### src/rtl/divisor_secuencial_if.sv
// Handshake and operand/result bundle shared by the sequential divider and its driver.
// The master drives the request and operands; the slave returns the registered results.
interface divisor_secuencial_if #(
    parameter int NUM_BITS = 4
);
    logic                       start;
    logic signed [NUM_BITS-1:0] dividendo;
    logic signed [NUM_BITS-1:0] divisor;
    logic signed [NUM_BITS-1:0] cociente;
    logic signed [NUM_BITS-1:0] resto;
    logic                       Fin;
    logic                       div_cero;

    modport master (
        output start, dividendo, divisor,
        input  cociente, resto, Fin, div_cero
    );

    modport slave (
        input  start, dividendo, divisor,
        output cociente, resto, Fin, div_cero
    );
endinterface

### src/rtl/divisor_secuencial.sv
// Sequential signed divider: one restoring step per clock on operand magnitudes,
// followed by a sign-fixup edge. The quotient truncates toward zero, like Verilog / and %.
module divisor_secuencial #(
    parameter int NUM_BITS = 4
) (
    input  logic                 clk,
    input  logic                 rst,
    divisor_secuencial_if.slave  bus
);
    localparam int CNT_W = $clog2(NUM_BITS + 1);

    typedef enum logic [1:0] {IDLE, ITERA, AJUSTE, FIN} state_t;

    state_t                      state, state_nx;
    logic                        accept;
    logic [CNT_W-1:0]            cnt;
    logic                        last_step;
    logic [NUM_BITS-1:0]         acc;
    logic [NUM_BITS-1:0]         mag_d;
    logic [NUM_BITS:0]           rem;
    logic signed [NUM_BITS-1:0]  dvd_raw;
    logic                        sign_q;
    logic                        sign_r;
    logic [NUM_BITS+1:0]         shl;
    logic [NUM_BITS+1:0]         diff;

    function automatic logic [NUM_BITS-1:0] neg_n(input logic [NUM_BITS-1:0] v);
        return ~v + NUM_BITS'(1);
    endfunction

    // The magnitude of the most negative value is 2^(N-1), which still fits in N unsigned bits.
    function automatic logic [NUM_BITS-1:0] mag_n(input logic signed [NUM_BITS-1:0] v);
        return v[NUM_BITS-1] ? neg_n(v) : v;
    endfunction

    assign last_step = (cnt == CNT_W'(NUM_BITS - 1));
    assign shl       = {rem, acc[NUM_BITS-1]};
    assign diff      = shl - {2'b00, mag_d};

    always_ff @(posedge clk) begin
        if (rst) state <= IDLE;
        else     state <= state_nx;
    end

    always_comb begin
        state_nx = state;
        accept   = 1'b0;
        case (state)
            IDLE, FIN: begin
                if (bus.start) begin
                    accept   = 1'b1;
                    state_nx = (bus.divisor == '0) ? AJUSTE : ITERA;
                end
            end
            ITERA:   if (last_step) state_nx = AJUSTE;
            AJUSTE:  state_nx = FIN;
            default: state_nx = IDLE;
        endcase
    end

    always_ff @(posedge clk) begin
        if (rst) begin
            cnt          <= '0;
            bus.cociente <= '0;
            bus.resto    <= '0;
            bus.Fin      <= 1'b0;
            bus.div_cero <= 1'b0;
        end else begin
            case (state)
                IDLE, FIN: begin
                    if (accept) begin
                        acc          <= mag_n(bus.dividendo);
                        mag_d        <= mag_n(bus.divisor);
                        dvd_raw      <= bus.dividendo;
                        sign_q       <= bus.dividendo[NUM_BITS-1] ^ bus.divisor[NUM_BITS-1];
                        sign_r       <= bus.dividendo[NUM_BITS-1];
                        rem          <= '0;
                        cnt          <= '0;
                        bus.Fin      <= 1'b0;
                        bus.div_cero <= 1'b0;
                    end
                end
                ITERA: begin
                    // diff's top bit is the borrow: clear means the trial subtraction fits.
                    rem <= diff[NUM_BITS+1] ? shl[NUM_BITS:0] : diff[NUM_BITS:0];
                    acc <= {acc[NUM_BITS-2:0], ~diff[NUM_BITS+1]};
                    cnt <= cnt + CNT_W'(1);
                end
                AJUSTE: begin
                    if (mag_d == '0) begin
                        bus.cociente <= '1;
                        bus.resto    <= dvd_raw;
                        bus.div_cero <= 1'b1;
                    end else begin
                        bus.cociente <= $signed(sign_q ? neg_n(acc) : acc);
                        bus.resto    <= $signed(sign_r ? neg_n(rem[NUM_BITS-1:0]) : rem[NUM_BITS-1:0]);
                    end
                    bus.Fin <= 1'b1;
                end
                default: ;
            endcase
        end
    end
endmodule

### src/flat_wrapper.sv
// flat-port wrapper written by rule: the top's interface ports become plain ports
module divisor_secuencial_flat 
#(
    parameter int NUM_BITS = 4
)
  (clk, rst, bus_start, bus_dividendo, bus_divisor, bus_cociente, bus_resto, bus_Fin, bus_div_cero);
  divisor_secuencial_if #(.NUM_BITS(NUM_BITS)) bus_i ();
  input  logic clk;
  input  logic rst;
  input wire logic [$bits(bus_i.start)-1:0] bus_start;
  input wire logic [$bits(bus_i.dividendo)-1:0] bus_dividendo;
  input wire logic [$bits(bus_i.divisor)-1:0] bus_divisor;
  output wire logic [$bits(bus_i.cociente)-1:0] bus_cociente;
  output wire logic [$bits(bus_i.resto)-1:0] bus_resto;
  output wire logic [$bits(bus_i.Fin)-1:0] bus_Fin;
  output wire logic [$bits(bus_i.div_cero)-1:0] bus_div_cero;
  assign bus_i.start = bus_start;
  assign bus_i.dividendo = bus_dividendo;
  assign bus_i.divisor = bus_divisor;
  assign bus_cociente = bus_i.cociente;
  assign bus_resto = bus_i.resto;
  assign bus_Fin = bus_i.Fin;
  assign bus_div_cero = bus_i.div_cero;
  divisor_secuencial #(.NUM_BITS(NUM_BITS)) u_core (.clk(clk), .rst(rst), .bus(bus_i));
endmodule
### config.mk
export PLATFORM = sky130hd
export DESIGN_NAME = divisor_secuencial_flat
export DESIGN_NICKNAME = d
export VERILOG_FILES = /design/src/rtl/divisor_secuencial_if.sv /design/src/rtl/divisor_secuencial.sv /design/src/flat_wrapper.sv
export SDC_FILE = /design/constraint.sdc
export NUM_CORES = 1
export LEC_CHECK = 0
export CORE_MARGIN = 5
export CORE_UTILIZATION = 59
export CTS_CLUSTER_SIZE = 30
export DETAILED_ROUTE_END_ITERATION = 12
export PLACE_DENSITY = 0.83
export SLEW_MARGIN = 5
export SYNTH_ARGS = -nofsm -noshare
export SYNTH_HDL_FRONTEND = slang
export SYNTH_SLANG_ARGS = --single-unit
### constraint.sdc
create_clock -name clk -period 4.2 [get_ports clk]
set_input_delay 0.42 -clock clk [delete_from_list [all_inputs] [get_ports clk]]
set_output_delay 0.42 -clock clk [all_outputs]
set_load 0.03 [all_outputs]
==> metrics, run 1 <==
Max Clock Skew=0.008216 ns; final-report hold violation count=0; crit path kind=flip-flop to flip-flop; drt wl/cell=14.91 um; critical path depth in cells=8; syn_nets=204; Hold Buf Count CTS=0; max cap viols=0; CP endpoint kind=flip-flop; crit-path leading delay family=adder cells; via count=1392; fill cell count=217; initial antenna violation count=0; Highest Signal Layer=met4; Met1 Wirelength=1415 um; Worst Tran Pin Value=0.7157 ns; die height=65.55 um; worst-path cell chain=inv_1 -> ha_1 -> inv_1 -> fa_1 -> a21o_1 -> a21o_1 -> or4_1 -> a31oi_1; Max Fclk=441.0 MHz; final WL=3504 um; clk root buf=clkbuf_4; FF+latch count, synth=33; worst setup margin=1.933 ns; DRC=0; RSZ-0062 raised after global routing=no; status=finished, final reports clean; std cell rows=20; min cycle time layout=2.267 ns; Final setup viols=0; CTS sink cnt=33; area grow syn2layout=14.85%; VDD IR max=309.4 uV; Ant. Diodes=0; final period utilization=0.5399; DR vias/cell=5.923; Placeable Area=3003 um2; Global Route Usage Sum=0.1874; synth unique cells=41; total gr overflow=0; Yosys Warn Count=0; final setup TNS=0 ns; IO Port Bufs=20; R2R Path End=u_core.rem[4]; share of cells above drive strength 1=0.07426; Avg Inst Size Synth=10.11 um2; max-slew violation count=0; R2R Setup Slk=1.93 ns; first-pass GRT wire length=6168 um; crit path to=u_core.rem[4]; maximum clock path buffer count=2; CP max-delay cell=fa_1; Critical Path AT=2.44 ns; post-CTS sizing=0; max incr delay on CP=0.45 ns; postcts setup bufs=0; r2r startpoint=u_core.acc[3]; element type at the critical path start=flip-flop; Mapped Area=1820 um2; Detailed Place HPWL=2737 um; H-tree depth=2; dpl ws=1.841 ns; Pleak=0.0008066 uW; Setup crit start=u_core.acc[3]; routed wl met2=1820 um; Top-Level Pins=21; Placer Congestion=0.8133; Cell Pwr Density=615.9 nW/um2; Tightest Hold Check Type=flip-flop to flip-flop; die width=65.55 um; Die ar.=4297 um2; post-synthesis sequential area ratio=0.4619; Worst Path Required=4.37 ns; CP max FO=2; vias in the first global route=1419; Initial DRC Count=100; Initial Util=0.6063; clk slew on worst S/H paths=0.10 ns; largest net degree at the start of global routing=18; synthesized instance count=180; commonest non-fill, non-tap cells in the layout=nor2_1, clkdlybuf4s50_1, inv_1, edfxtp_1, dfxtp_1; number of routed nets with antenna violations=0; Inserted Clock Buffers=5; 1st-pass router iterations=4; Worst Path Buf+Inv=2; R2R depth=8; Worst-Skew Late Latency=0.32 ns; relative slew slack=0.5211; TritonCTS clock tree=built; Post-layout nets=225; met3 wire length=161 um
==> stage by stage <==
step / instances / utilization / hold slack (ns) / total power, uW / instance area, um2
2_1_floorplan: 180 / - / 0.4544 / 950.3 / 1821
3_5_place_dp: 227 / 0.6767 / 0.4855 / 1113 / 2032
3_3_place_gp: 227 / 0.6767 / 0.4761 / 1091 / 2032
6_report: 235 / 0.6963 / 0.4979 / 1288 / 2091
4_1_cts: 235 / 0.6963 / 0.5019 / 1294 / 2091
5_1_grt: 235 / 0.6963 / 0.5427 / 1392 / 2091
==> worst min-delay path by stage <==
stage,from,end,cells past startpoint
after floorplan,u_core.cnt[2],u_core.cnt[2],2
after global placement,u_core.cnt[2],u_core.cnt[2],2
after detailed placement,u_core.bus.resto[2],u_core.bus.resto[2],2
after CTS,u_core.bus.cociente[1],u_core.bus.cociente[1],2
after global routing,u_core.bus.cociente[3],u_core.bus.cociente[3],2
final,u_core.bus.resto[0],u_core.bus.resto[0],2
==> cell families (layout without fill, tap and decap cells) <==
family | after synthesis | count (layout) | synth area share
AND/OR/NAND/NOR | 55 | 55 | 0.1546
AO/OA/AOI/OAI | 41 | 41 | 0.1649
flip-flops | 33 | 33 | 0.4619
buffers and inverters | 24 | 46 | 0.05361
adder cells (fa/ha/maj) | 13 | 13 | 0.09347
XOR/XNOR | 8 | 8 | 0.03849
multiplexers | 6 | 6 | 0.03299
==> tightest hold or removal path, delay by kind of cell (launching register included) <==
family             cells  cell delay, ns
DFF                    1            0.32
and+or+nand+nor        1            0.08
AOI/OAI and AO/OA      1            0.05
==> synth_stat cells (all sizes together) <==
library cell | n | area, um2
o31a | 1 | 8.760
nand2 | 11 | 41.29
o21a | 1 | 7.510
o2111a | 1 | 11.26
buf | 1 | 11.26
nor4b | 1 | 8.760
nand2b | 3 | 18.77
a211oi | 4 | 47.54
o21ai | 11 | 55.05
nor2 | 20 | 75.07
or2 | 2 | 12.51
mux2i | 6 | 60.06
dfxtp | 15 | 300.3
and3b | 1 | 8.760
o221ai | 1 | 15.01
a32oi | 1 | 8.760
ha | 12 | 150.1
nor2b | 4 | 25.02
xor2 | 1 | 8.760
a21oi | 9 | 45.04
nor3 | 3 | 15.01
nand3 | 4 | 20.02
a31oi | 1 | 6.260
o31ai | 2 | 15.01
o211ai | 1 | 12.51
xnor2 | 7 | 61.31
edfxtp | 18 | 540.5
or3 | 1 | 6.260
a21o | 2 | 15.01
fa | 1 | 20.02
nor4 | 2 | 18.77
clkbuf | 5 | 18.77
a22o | 1 | 8.760
or4 | 2 | 18.77
nand4 | 1 | 12.51
inv | 18 | 67.56
a311oi | 5 | 43.79
==> registers in the layout, summed over array words and instances (netlist names) <==
register             cells
u_core.bus.Fin           1
u_core.cnt               3
u_core.dvd_raw           4
u_core.bus.cociente      4
u_core.sign_q            1
u_core.mag_d             4
u_core.rem               5
u_core.bus.resto         4
u_core.bus.div_cero      1
u_core.state             2
u_core.acc               4
==> power breakdown <==
part / total, uW / leakage (uW) / internal, uW / switching (uW)
Clock: 181 / 0.0000326 / 82.6 / 98.3
Sequential: 513 / 0.000293 / 446 / 66.5
Combinational: 594 / 0.000481 / 244 / 350
==> layer usage <==
layer	vias to the layer above	GRT usage
li1	691	-
met1	656	0.2090
met2	36	0.3413
met3	9	0.05128
met4	0	0.06218
met5	-	0
==> final cells by class <==
cell class | count | area, um2 | share of cell area
inverter | 18 | 67.56 | 0.03232
timing repair buffer | 20 | 200.2 | 0.09575
multi-input combinational | 123 | 882.1 | 0.4219
sequential | 33 | 840.8 | 0.4022
tap | 33 | 41.29 | 0.01975
clock buffer | 8 | 58.81 | 0.02813
Note: power is estimated with default switching activity, not from simulation.
==> inputs of run 2 (changes only) <==
--- a/config.mk
+++ b/config.mk
@@ -6,10 +6,10 @@
 export NUM_CORES = 1
 export LEC_CHECK = 0
 export CORE_MARGIN = 5
-export CORE_UTILIZATION = 59
+export CORE_UTILIZATION = 50
 export CTS_CLUSTER_SIZE = 30
 export DETAILED_ROUTE_END_ITERATION = 12
-export PLACE_DENSITY = 0.83
+export PLACE_DENSITY = 0.75
 export SLEW_MARGIN = 5
 export SYNTH_ARGS = -nofsm -noshare
 export SYNTH_HDL_FRONTEND = slang
==> constraint.sdc (replaced) <==
create_clock -name clk -period 2.05 [get_ports clk]
set_input_delay 0.205 -clock clk [delete_from_list [all_inputs] [get_ports clk]]
set_output_delay 0.205 -clock clk [all_outputs]
set_load 0.03 [all_outputs]
==> run 2 against run 1 <==
The flow now finishes with violations (setup timing); setup slack lost 2.0 ns; critical path depth is the same; die area grew 15%; clock skew shrank 0.0014 ns; total power grew 130%; core utilization shrank 5.6 points; final area grew 10%; wire length grew 14%; via count grew 4.9%; fmax grew 4.6%; sequential cell count is the same; worst hold slack lost 0.012 ns.
==> metrics, run 2 (synthesis gave the netlist of run 1 again) <==
status=finished, violations left; violated checks=setup timing; Final setup viols=2; most flop-heavy register=u_core.rem; max-slew violation count=0; R2R depth=8; relative slew slack=0.5643; Placer Congestion=0.8454; Worst Tran Pin Value=0.6536 ns; largest net degree at the start of global routing=18; std cell rows=22; hold path depth=2; r2r startpoint=u_core.acc[3]; Max Fclk=461.5 MHz; H-tree depth=2; Worst-Skew Late Latency=0.28 ns; Placeable Area=3606 um2; post-layout util=0.6405; max incr delay on CP=0.43 ns; fill cell count=284; multi-input logic area=915.9 um2; Top-Level Pins=21; Pleak=0.0009070 uW; min cycle time layout=2.167 ns; worst setup margin=-0.1170 ns; crit-path leading delay family=compound AO/OA/AOI/OAI gates; max reg flops=5; Global Route Usage Sum=0.1702; Hold Buf Count CTS=0; element type at the critical path start=flip-flop; share of cells above drive strength 1=0.1818; DRC=0; min-delay src=u_core.bus.cociente[1]; R2R Path End=u_core.rem[4]; CP endpoint kind=flip-flop; first-pass GRT wire length=6637 um; Cell Pwr Density=1300 nW/um2; Hold Path End=u_core.bus.cociente[1]; Storage cell area=840.8 um2; die width=70.34 um; Initial DRC Count=116; clk root buf=clkbuf_8; crit path kind=flip-flop to flip-flop; final-report hold violation count=0; number of routed nets with antenna violations=0; final setup TNS=-0.1575 ns; via count=1460; Worst Path Required=2.17 ns; die height=70.34 um; max cap viols=0; Max Clock Skew=0.006806 ns; IO Port Bufs=20; 1st-pass router iterations=4; Post-layout nets=243; drt wl/cell=14.97 um; DR vias/cell=5.448; VDD IR max=873.5 uV; Detailed Place HPWL=2950 um; R2R Setup Slk=-0.12 ns; clk slew on worst S/H paths=0.06 ns; maximum clock path buffer count=2; CP max-delay cell=or4_4; CP max FO=2; Initial Util=0.5049; TritonCTS clock tree=built; total gr overflow=0; Die ar.=4948 um2; Ant. Diodes=0; Inserted Clock Buffers=5; initial antenna violation count=0; vias in the first global route=1464; final WL=4011 um; final period utilization=1.057; area grow syn2layout=26.87%; RSZ-0062 raised after global routing=yes; commonest non-fill, non-tap cells in the layout=nor2_1, clkdlybuf4s50_1, buf_4, edfxtp_1; Critical Path AT=2.29 ns; Worst Path Buf+Inv=2; Tightest Hold Check Type=flip-flop to flip-flop; CTS sink cnt=33; worst-path cell chain=inv_2 -> ha_4 -> inv_2 -> fa_2 -> a21o_1 -> a21o_1 -> or4_4 -> a31oi_4; worst hold margin=0.4859 ns
run 2: cell count changes in the layout (fill, tap and decap cells not counted), moves of 3 or more:
cell	change
inv_2	+3
clkbuf_4	-5
inv_1	-3
clkbuf_8	+5
buf_4	+18
run 2: cell type report:
class	instances	area share
Clock buffer	8	0.03900
Multi-Input combinational cell	123	0.3965
Inverter	18	0.02925
Tap cell	48	0.02600
Timing Repair Buffer	38	0.1452
Sequential cell	33	0.3640
run 2: power breakdown:
part | internal (uW) | switching (uW)
logic | 649 | 809
clock network | 274 | 221
registers | 914 | 135
total | 1840 | 1170
run 2: metal layers:
metal	vias up	wire length (um)	share of wire	global-route usage
li1	718	-	-	-
met1	695	1665	0.42	0.1976
met2	40	2058	0.51	0.3025
met3	7	241	0.060	0.04604
met4	0	45	0.011	0.05106
met5	-	0	0	0
run 2: worst register-to-register path: stages (launching register included):
cell and delay (ns):
edfxtp_1 0.41, inv_2 0.10, ha_4 0.14, inv_2 0.04, fa_2 0.35, a21o_1 0.18
a21o_1 0.19, or4_4 0.43, a31oi_4 0.18
run 2: worst max-delay path by stage:
stage | endpoint | from | cells after the start
global route | u_core.rem[4] | u_core.acc[3] | 8
floorplan | u_core.rem[4] | u_core.acc[3] | 8
finish | u_core.rem[4] | u_core.acc[3] | 8
global placement | u_core.rem[4] | u_core.acc[3] | 8
detailed placement | u_core.rem[4] | u_core.acc[3] | 8
CTS | u_core.rem[4] | u_core.acc[3] | 8
run 2: repair_timing:
item,4_1_cts,5_1_grt
gates resized for setup,3,4
pin swaps,2,1
buffers inserted,4,1
setup endpoints to repair,1,5
run 2: per-stage QoR:
| step | worst slack, ns | cells | instance area, um2 | total power [uW] |
|---|---|---|---|---|
| detailed placement | -0.1388 | 255 | 2151 | 2409 |
| finish | -0.1170 | 268 | 2310 | 3002 |
| floorplan | 0.02660 | 180 | 1823 | 1950 |
| CTS | -0.03967 | 267 | 2283 | 2962 |
| global placement | 0.01494 | 255 | 2151 | 2331 |
| global route | -0.1704 | 268 | 2310 | 3209 |
==> inputs of run 3 (changes only) <==
--- a/config.mk
+++ b/config.mk
@@ -5,6 +5,7 @@
 export SDC_FILE = /design/constraint.sdc
 export NUM_CORES = 1
 export LEC_CHECK = 0
+export CAP_MARGIN = 20
 export CORE_MARGIN = 5
 export CORE_UTILIZATION = 50
 export CTS_CLUSTER_SIZE = 30
==> results of run 3 <==
Final layout, timing and power as in run 2 (identical DEF).
